===== src/rtl/serial_xnor_comparator.sv =====
// serial_xnor_comparator - bit-serial XNOR comparator, LSB first, start/done handshake
// Builds a per-bit XNOR vector, an equality flag and a count of examined bit pairs.
module serial_xnor_comparator #(
  parameter int WIDTH      = 8,
  parameter bit EARLY_EXIT = 1'b0,
  localparam int NW        = $clog2(WIDTH + 1)
) (
  input  logic             clock,
  input  logic             reset_,
  input  logic             start,
  input  logic [WIDTH-1:0] a,
  input  logic [WIDTH-1:0] b,
  output logic             ready,
  output logic             done,
  output logic             eq,
  output logic [WIDTH-1:0] xnor_vec,
  output logic [NW-1:0]    nbits
);

  typedef enum logic [1:0] {IDLE, SHIFT, DONE} state_t;

  localparam logic [NW-1:0] LAST_BIT = NW'(WIDTH - 1);
  localparam logic [NW-1:0] ONE      = NW'(1);

  state_t           state_q, state_d;
  logic [WIDTH-1:0] sa_q, sa_d;
  logic [WIDTH-1:0] sb_q, sb_d;
  logic [WIDTH-1:0] vec_q, vec_d;
  logic [NW-1:0]    nbits_q, nbits_d;
  logic             eq_q, eq_d;
  logic             m;

  always_comb begin
    state_d = state_q;
    sa_d    = sa_q;
    sb_d    = sb_q;
    vec_d   = vec_q;
    nbits_d = nbits_q;
    eq_d    = eq_q;
    m       = ~(sa_q[0] ^ sb_q[0]);
    case (state_q)
      IDLE: begin
        if (start) begin
          sa_d    = a;
          sb_d    = b;
          vec_d   = '0;
          nbits_d = '0;
          eq_d    = 1'b1;
          state_d = SHIFT;
        end
      end
      SHIFT: begin
        // nbits_q is the index of the bit pair currently at the shifter LSB
        for (int i = 0; i < WIDTH; i++) begin
          if (nbits_q == NW'(i)) vec_d[i] = m;
        end
        eq_d    = eq_q & m;
        nbits_d = nbits_q + ONE;
        sa_d    = sa_q >> 1;
        sb_d    = sb_q >> 1;
        if ((nbits_q == LAST_BIT) || (EARLY_EXIT && !m)) state_d = DONE;
      end
      DONE:    state_d = IDLE;
      default: state_d = IDLE;
    endcase
  end

  always_ff @(posedge clock or negedge reset_) begin
    if (!reset_) begin
      state_q <= IDLE;
      sa_q    <= '0;
      sb_q    <= '0;
      vec_q   <= '0;
      nbits_q <= '0;
      eq_q    <= 1'b0;
    end else begin
      state_q <= state_d;
      sa_q    <= sa_d;
      sb_q    <= sb_d;
      vec_q   <= vec_d;
      nbits_q <= nbits_d;
      eq_q    <= eq_d;
    end
  end

  assign ready    = (state_q == IDLE);
  assign done     = (state_q == DONE);
  assign eq       = eq_q;
  assign xnor_vec = vec_q;
  assign nbits    = nbits_q;

endmodule


===== config.mk =====
export PLATFORM = sky130hd
export DESIGN_NAME = serial_xnor_comparator
export DESIGN_NICKNAME = d
export VERILOG_FILES = /design/src/rtl/serial_xnor_comparator.sv
export SDC_FILE = /design/constraint.sdc
export NUM_CORES = 1
export LEC_CHECK = 0
export ABC_AREA = 1
export CAP_MARGIN = 10
export CORE_MARGIN = 4
export CORE_UTILIZATION = 45
export DETAILED_ROUTE_END_ITERATION = 7
export PLACE_DENSITY = 0.75
export SYNTH_ARGS = -nofsm -noshare
export SYNTH_HDL_FRONTEND = slang
export SYNTH_SLANG_ARGS = --single-unit

===== constraint.sdc =====
create_clock -name clock -period 1.1 [get_ports clock]
set_input_delay 0.165 -clock clock [delete_from_list [all_inputs] [get_ports clock]]
set_output_delay 0.165 -clock clock [all_outputs]
set_load 0.02 [all_outputs]

==> impl_metrics.env, run 1 <==
export IMPL_vias=1504
export IMPL_nFillCells=268
export IMPL_cp_end_kind="flop"
export IMPL_clock_skew_ps=9.44
export IMPL_grt_max_degree=32
export IMPL_power_internal_uw=3880
export IMPL_ant_nets=0
export IMPL_worstMarginPinSlew_ps=273
export IMPL_p_per_area_nw_per_um2=2820
export IMPL_areaGrowthSynthToFinish_pct=52.4
export IMPL_die_area_um2=4440
export IMPL_rows=21
export IMPL_io_pins=34
export IMPL_setup_viol=32
export IMPL_seq_area_um2=782
export IMPL_port_buffers=33
export IMPL_syn_inst=189
export IMPL_globalRouteOverflowTotal=0
export IMPL_maxSlewHeadroom=0.818
export IMPL_post_place_ws_ps=-251
export IMPL_h_tree_depth=2
export IMPL_grt_antenna_before_repair=0
export IMPL_vdd_drop_max_mv=1.45
export IMPL_cap_violations=0
export IMPL_synth_cell_area_um2=1550
export IMPL_r2r_setup_slack_ps=-170
export IMPL_post_dp_hpwl_mm=2.63
export IMPL_gr_usage_met1=0.225
export IMPL_gp_congestion=0.866
export IMPL_nets=281
export IMPL_power_frac_comb=0.579
export IMPL_grt_pass1_vias=1468
export IMPL_die_h_um=66.6
export IMPL_netlist_top_cell_by_area="dfrtp_1"
export IMPL_finalHoldViolCount=0
export IMPL_fin_util=0.706
export IMPL_grt_usage=0.190
export IMPL_p_leak_uw=0.00118
export IMPL_clock_path_buffers=2
export IMPL_synth_most_common_cell="nand2_1"
export IMPL_seq_power_share=0.305
export IMPL_clock_power_share=0.116
export IMPL_met3_usage=0.0438
export IMPL_ys_seq_elements=31
export IMPL_synthTopCellsByCount="nand2_1 (52), dfrtp_1 (31), nand3_1 (22), nor2_1 (19), o21ai_0 (15)"
export IMPL_holdWs_ps=191
export IMPL_p_switching_uw=2780
export IMPL_die_width_um=66.6
export IMPL_synth_fp_nets=212
export IMPL_post_route_period_util=1.16
export IMPL_finalCriticalPeriod_ps=1270
export IMPL_wl_per_cell_um=12.4
export IMPL_netSwitchingFraction=0.418
export IMPL_cts_sinks=31
export IMPL_synth_yosys_seq_area_share=0.502
export IMPL_initial_utilization=0.463
export IMPL_worst_path_max_fanout=9
export IMPL_diodes=0
export IMPL_max_freq_mhz=786
export IMPL_drive_gt1_frac=0.363
export IMPL_violations="negative setup slack"
export IMPL_yosysWarnings=0
export IMPL_synth_edf_count=0
export IMPL_status="finished with violations"
export IMPL_grt_busiest_layer="met2"
export IMPL_clockRootBuffer="clkbuf_4"
export IMPL_rsz0062_at_grt="yes"
export IMPL_timing_max_transition_violations_final=0
export IMPL_startpoint_type="flop"
export IMPL_first_iter_violations=88
export IMPL_multi_input_area_um2=777
export IMPL_numCtsBuffers=5
export IMPL_synth_avg_cell_area_um2=8.18
export IMPL_cp_arrival_ps=1560
export IMPL_drt_drc_violations_left=0
export IMPL_clk_pin_slew_ps=100
export IMPL_critPathKind="flop to flop"
export IMPL_synthTopCellsByArea="dfrtp_1 (50%), nand2_1 (13%), nand3_1 (7.1%)"
export IMPL_cts_tree="done"
export IMPL_fin_ws_ps=-173
export IMPL_dr_pass1_iters=4
export IMPL_hp_class="input pin to async pin"
export IMPL_synth_distinct_cells=18
export IMPL_wl_mm=3.77
export IMPL_required_ps=1390
export IMPL_clkLatencyLatePin_ps=340
export IMPL_use_met2=0.329
export IMPL_synth_ff_type="dfrtp_1"
export IMPL_synth_top_area_frac=0.502
export IMPL_grt_pass1_wl_mm=6.38
export IMPL_coreArea_um2=3340
export IMPL_async_flop_share=1.00
export IMPL_via_per_inst=4.93
-- cell usage in the layout, fill, tap and decap left out, types with 2 or more instances in the layout --
cell type,instances
nand3_1,10
clkbuf_4,5
inv_1,4
o21ai_0,6
inv_2,5
nor2_4,3
ha_1,2
nand2_4,4
buf_6,6
dfrtp_2,5
buf_4,32
clkbuf_8,2
a21oi_1,14
nand3_2,12
buf_12,5
dfrtp_1,26
nor2_1,17
clkdlybuf4s50_1,18
o21ai_1,14
buf_2,10
nor2_2,2
nand2_1,52
-- power groups by stage --
stage / Clock, uW / Sequential (uW) / Combinational [uW]
2_1_floorplan: 0 / 2250 / 1820
3_3_place_gp: 0 / 2010 / 3550
3_5_place_dp: 0 / 2020 / 3630
4_1_cts: 783 / 2030 / 3740
5_1_grt: 855 / 2090 / 4230
6_report: 775 / 2030 / 3850
-- kinds of logic after synthesis --
kind of cell / count (synthesis) / synth area share
AND/OR/NAND/NOR: 100 / 0.278
AO/OA/AOI/OAI: 35 / 0.114
flip-flops: 31 / 0.502
buffers and inverters: 18 / 0.0680
adder cells (fa/ha/maj): 4 / 0.0324
XOR/XNOR: 1 / 0.00566
-- per-stage QoR --
stage / power [uW] / instance area, um^2 / instances / TNS (ps)
after floorplan: 4070 / 1600 / 189 / -170
after global placement: 5560 / 2220 / 293 / -5460
after detailed placement: 5640 / 2220 / 293 / -5960
after CTS: 6550 / 2330 / 304 / -3160
after global routing: 7180 / 2360 / 305 / -5380
final: 6660 / 2360 / 305 / -3410
-- repair_timing --
item / in CTS / in global routing
hold buffers: 0 / 0
gates resized for setup: 83 / 13
gates cloned: 0 / 0
setup endpoints to repair: 46 / 36
setup buffers: 3 / 1
pin swaps: 2 / 5
-- worst max-delay path: stages (launching register included) --
cell and delay [ps]:
dfrtp_2 450, buf_4 150, nor2_4 170, buf_12 150, nand3_1 110, nand2_1 90, nand2_1 40, nand2_1 60
-- registers in the layout, summed over array words and instances (netlist names) --
register,count
xnor_vec,8
eq,1
sb_q,8
sa_q,8
nbits,4
state_q,2
-- per-layer routing --
metal  share of wire  vias to the layer above
met3           0.061                        7
li1                -                      753
met2            0.49                       50
met1            0.43                      694
met4           0.016                        0
met5               0                        -
-- final timing paths --
check,from,end,cells past startpoint
worst max register to register,state_q[1],xnor_vec[1],7
min in group clock,b[7],sb_q[7],3
worst min-delay path,reset_,xnor_vec[2],2
max in group asynchronous,reset_,state_q[1],2
worst min register to register,xnor_vec[7],xnor_vec[7],2
worst max-delay path,state_q[1],xnor_vec[1],7
-- final cells by class --
type,instances,area share
sequential,31,0.332
multi-input combinational,140,0.330
timing repair buffer,71,0.271
clock buffer,8,0.0292
tap,46,0.0244
inverter,9,0.0143
No activity file was read; power rests on OpenSTA's default activity.
==> inputs of run 2 (changes only) <==
--- a/config.mk
+++ b/config.mk
@@ -8,9 +8,9 @@
 export ABC_AREA = 1
 export CAP_MARGIN = 10
 export CORE_MARGIN = 4
-export CORE_UTILIZATION = 45
+export CORE_UTILIZATION = 53
 export DETAILED_ROUTE_END_ITERATION = 7
-export PLACE_DENSITY = 0.75
+export PLACE_DENSITY = 0.83
 export SYNTH_ARGS = -nofsm -noshare
 export SYNTH_HDL_FRONTEND = slang
 export SYNTH_SLANG_ARGS = --single-unit
==> constraint.sdc (replaced) <==
create_clock -name clock -period 1.5 [get_ports clock]
set_input_delay 0.225 -clock clock [delete_from_list [all_inputs] [get_ports clock]]
set_output_delay 0.225 -clock clock [all_outputs]
set_load 0.02 [all_outputs]
==> run 2 against run 1 <==
Compared with the run above:
- the flow now finishes without violations
- total power down 39%
- design area decreased by 16%
- sequential power shrank 29%
- routed wire length shrank 3.8%
- register-to-register slack better by 340 ps
==> impl_metrics.env, run 2 (synthesized netlist as in run 1, its figures left out) <==
export IMPL_nets=252
export IMPL_globalRouteOverflowTotal=0
export IMPL_critPathKind="flop to primary output"
export IMPL_clock_path_buffers=2
export IMPL_initial_utilization=0.556
export IMPL_setup_viol=0
export IMPL_via_per_inst=5.44
export IMPL_postPlaceCellArea_um2=1920
export IMPL_cts_tree="done"
export IMPL_gp_congestion=0.831
export IMPL_cts_sinks=31
export IMPL_fin_ws_ps=94.8
export IMPL_first_iter_violations=95
export IMPL_dp_cells=253
export IMPL_die_area_um2=3850
export IMPL_maxSlewHeadroom=0.738
export IMPL_grt_pass1_vias=1322
export IMPL_finalHoldViolCount=0
export IMPL_fin_util=0.710
export IMPL_final_cell_mix="nand2_1 (52), dfrtp_1 (30), nand3_1 (22), nor2_1 (19), clkdlybuf4s50_1 (18)"
export IMPL_io_pins=34
export IMPL_grt_antenna_before_repair=0
export IMPL_grt_pass1_wl_mm=5.81
export IMPL_met3_usage=0.0599
export IMPL_areaGrowthSynthToFinish_pct=27.7
export IMPL_clock_skew_ps=12.4
export IMPL_hp_class="input pin to async pin"
export IMPL_startpoint_type="flop"
export IMPL_post_dp_hpwl_mm=2.66
export IMPL_worst_path_max_fanout=4
export IMPL_grt_usage=0.213
export IMPL_ant_nets=0
export IMPL_diodes=0
export IMPL_cp_arrival_ps=1180
export IMPL_rows=19
export IMPL_clk_pin_slew_ps=100
export IMPL_die_h_um=62.0
export IMPL_grt_busiest_layer="met2"
export IMPL_drt_drc_violations_left=0
export IMPL_worstMarginPinSlew_ps=393
export IMPL_h_tree_depth=2
export IMPL_crit_start="state_q[0]"
export IMPL_post_place_ws_ps=48.2
export IMPL_timing_max_transition_violations_final=0
export IMPL_status="finished clean"
export IMPL_dr_pass1_iters=4
export IMPL_drive_gt1_frac=0.122
export IMPL_wl_per_cell_um=13.9
export IMPL_grt_max_degree=32
export IMPL_p_per_area_nw_per_um2=2060
export IMPL_clockRootBuffer="clkbuf_4"
export IMPL_tns_ps=0
export IMPL_gr_usage_met1=0.254
export IMPL_rsz0062_at_grt="no"
export IMPL_cp_end_kind="primary output"
export IMPL_final_common_cell="nand2_1"
export IMPL_coreArea_um2=2780
export IMPL_clkLatencyLatePin_ps=340
export IMPL_numCtsBuffers=5
export IMPL_design_area_um2=1970
export IMPL_p_leak_uw=0.00101
export IMPL_finalCriticalPeriod_ps=1410
export IMPL_wl_mm=3.63
export IMPL_die_width_um=62.0
export IMPL_final_cells=261
export IMPL_r2r_start="state_q[0]"
export IMPL_use_met2=0.343
export IMPL_port_buffers=33
export IMPL_max_freq_mhz=712
export IMPL_post_route_period_util=0.937
export IMPL_cap_violations=0
export IMPL_nFillCells=216
export IMPL_vdd_drop_max_mv=1.49
export IMPL_vias=1420
export IMPL_required_ps=1270
run 2: changes by cell type in the layout (fill, tap and decap cells not counted), sizes merged:
cell           change
buf               -44
clkdlybuf4s15      +1
dlygate4sd2       +13
clkbuf             +1
run 2: repair_timing:
action | 4_1_cts | 5_1_grt
buffers inserted | 0 | 0
hold buffers | 0 | 0
setup endpoints to repair | 15 | 2
gates resized for setup | 18 | 2
run 2: path summary, 6_finish.rpt:
kind / end / slack, ps / cells past startpoint
worst max register to register: sb_q[1] / 170 / 5
worst max-delay path: done / 90 / 2
min in group clock: sa_q[7] / 480 / 3
worst min-delay path: xnor_vec[5] / 260 / 2
worst min register to register: eq / 490 / 2
max in group asynchronous: state_q[1] / 920 / 2
run 2: per-stage QoR:
step | hold slack [ps] | power (uW)
finish | 260 | 4070
global route | 287 | 4410
floorplan | -70.6 | 2890
global placement | 455 | 3530
detailed placement | 468 | 3640
CTS | 270 | 4100
run 2: cell type report:
type / instances / area, um^2 / area share
timing repair buffer: 42 / 390 / 0.198
inverter: 9 / 33.8 / 0.0171
sequential: 31 / 777 / 0.394
multi-input combinational: 140 / 666 / 0.337
clock buffer: 8 / 68.8 / 0.0349
tap: 31 / 38.8 / 0.0196
run 2: report_power, final:
part / switching [uW] / leakage [uW] / internal [uW]
Clock: 286 / 0.0000386 / 276
Combinational: 1270 / 0.000581 / 785
Sequential: 243 / 0.000387 / 1210
Total: 1800 / 0.00101 / 2270
run 2: worst max-delay path, stage by stage (launching register included):
cell and delay, ps:
dfrtp_1 450, nor2_1 130, clkdlybuf4s15_2 270
run 2: routing by layer:
metal	share of wire	up-vias
met3	0.061	7
li1	-	693
met2	0.49	48
met4	0.018	0
met1	0.43	672
met5	0	-
==> inputs of run 3 (changes only) <==
--- a/config.mk
+++ b/config.mk
@@ -7,10 +7,10 @@
 export LEC_CHECK = 0
 export ABC_AREA = 1
 export CAP_MARGIN = 10
-export CORE_MARGIN = 4
 export CORE_UTILIZATION = 53
 export DETAILED_ROUTE_END_ITERATION = 7
 export PLACE_DENSITY = 0.83
+export SKIP_LAST_GASP = 1
 export SYNTH_ARGS = -nofsm -noshare
 export SYNTH_HDL_FRONTEND = slang
 export SYNTH_SLANG_ARGS = --single-unit
==> run 3 against run 2 <==
Compared with the run above:
- die area is 18% lower
- sequential power hardly changed
- critical path type unchanged
- clock power is 23% higher
- global-route usage is 2.8 points higher
- first-iteration DRC count is 39% lower
==> impl_metrics.env, run 3 (synthesized netlist as in run 1, its figures left out) <==
export IMPL_status="finished clean"
export IMPL_required_ps=1270
export IMPL_cts_tree="done"
export IMPL_grt_pass1_vias=1322
export IMPL_critPathKind="flop to primary output"
export IMPL_cp_arrival_ps=1120
export IMPL_maxSlewHeadroom=0.737
export IMPL_p_leak_uw=0.00101
export IMPL_cap_violations=0
export IMPL_cp_slowest_stage_delay_ps=440
export IMPL_ant_nets=0
export IMPL_gp_congestion=0.856
export IMPL_worst_path_max_fanout=5
export IMPL_vdd_drop_max_mv=1.64
export IMPL_vias=1427
export IMPL_postCtsSetupBuffers=0
export IMPL_post_route_period_util=0.899
export IMPL_cts_sinks=31
export IMPL_post_dp_hpwl_mm=2.52
export IMPL_rows=19
export IMPL_grt_pass1_wl_mm=5.80
export IMPL_die_h_um=56.0
export IMPL_timing_max_transition_violations_final=0
export IMPL_final_cells=260
export IMPL_h_tree_depth=2
export IMPL_first_iter_violations=58
export IMPL_port_buffers=33
export IMPL_postPlaceCellArea_um2=1920
export IMPL_hold_buffers=0
export IMPL_diodes=0
export IMPL_drt_drc_violations_left=0
export IMPL_grt_max_degree=32
export IMPL_finalHoldViolCount=0
export IMPL_max_freq_mhz=742
export IMPL_cp_end_kind="primary output"
export IMPL_p_per_area_nw_per_um2=2130
export IMPL_grt_usage=0.240
export IMPL_finalCriticalPeriod_ps=1350
export IMPL_globalRouteOverflowTotal=0
export IMPL_grt_antenna_before_repair=0
export IMPL_wl_per_cell_um=13.0
export IMPL_numCtsBuffers=5
export IMPL_via_per_inst=5.49
export IMPL_crit_family="flip-flops"
export IMPL_die_area_um2=3140
export IMPL_dp_cells=252
export IMPL_die_width_um=56.0
export IMPL_clock_path_buffers=2
export IMPL_startpoint_type="flop"
export IMPL_cp_slowest_cell="dfrtp_1"
export IMPL_areaGrowthSynthToFinish_pct=27.8
export IMPL_setup_viol=0
export IMPL_io_pins=34
export IMPL_rsz0062_at_grt="no"
export IMPL_path_cells="dlygate4sd2_1"
export IMPL_clockRootBuffer="clkbuf_4"
export IMPL_coreArea_um2=2760
export IMPL_clk_pin_slew_ps=100
export IMPL_initial_utilization=0.561
export IMPL_wl_mm=3.39
export IMPL_worstMarginPinSlew_ps=394
export IMPL_drive_gt1_frac=0.118
export IMPL_final_common_cell="nand2_1"
export IMPL_hp_class="input pin to async pin"
export IMPL_cp_buffers_inverters=1
export IMPL_clock_skew_ps=8.60
export IMPL_nFillCells=220
export IMPL_dr_pass1_iters=5
export IMPL_nets=251
export IMPL_final_cell_mix="nand2_1 (52), dfrtp_1 (31), nand3_1 (22), nor2_1 (19), clkdlybuf4s50_1 (18)"
export IMPL_clkLatencyLatePin_ps=340
export IMPL_design_area_um2=1980
-- run 3: cell types whose count changed in the layout (fill, tap and decap cells not counted), sizes merged --
cell           change
buf                -1
bufinv             +1
clkbuf             -1
clkdlybuf4s15      -1
clkinv             +1
-- run 3: area by class of cell --
| type | instances | area [um^2] | share of cell area |
|---|---|---|---|
| tap | 31 | 38.8 | 0.0196 |
| clock inverter | 2 | 35.0 | 0.0177 |
| inverter | 9 | 33.8 | 0.0171 |
| timing repair buffer | 41 | 377 | 0.191 |
| clock buffer | 6 | 51.3 | 0.0259 |
| sequential | 31 | 776 | 0.392 |
| multi-input combinational | 140 | 666 | 0.337 |
-- run 3: path summary, 6_finish.rpt --
path	from	to	slack, ps	cells past startpoint
setup reg to reg	state_q[0]	sb_q[3]	230	5
hold / removal	reset_	xnor_vec[4]	270	2
max in group asynchronous	reset_	nbits[1]	940	2
setup / recovery	nbits[3]	nbits[3]	150	1
min in group clock	a[7]	sa_q[7]	450	3
hold reg to reg	sa_q[7]	sa_q[7]	480	2
-- run 3: metal layers --
layer | share of wire | GRT usage | up-vias
met5 | 0 | 0 | -
met2 | 0.49 | 0.393 | 47
met4 | 0.015 | 0.0627 | 0
li1 | - | - | 692
met1 | 0.43 | 0.308 | 679
met3 | 0.062 | 0.0791 | 9
-- run 3: what timing repair did --
| item | CTS | global route |
|---|---|---|
| resized for setup | 15 | 4 |
| endpoints found under the setup margin | 15 | 2 |
| cloned | 0 | 0 |
-- run 3: through the flow --
step	power (uW)	hold slack (ps)	setup TNS [ps]	util	setup WS [ps]
floorplan	2890	-70.6	0	-	247
CTS	4230	270	-7.44	0.720	-7.44
finish	4200	266	0	0.717	152
detailed placement	3650	465	0	0.695	12.2
global placement	3560	458	0	0.695	83.3
global route	4550	305	0	0.717	98.1
-- run 3: power by group --
group	switching (uW)	internal [uW]
clock	298	394
combinational	1270	786
sequential	245	1210
total	1810	2390
-- run 3: worst reg2reg max path: stages, from the launching register on --
cell and delay (ps):
dfrtp_1 440, inv_2 70, nor2_4 220, buf_4 250
nand2_1 90, a21oi_1 150
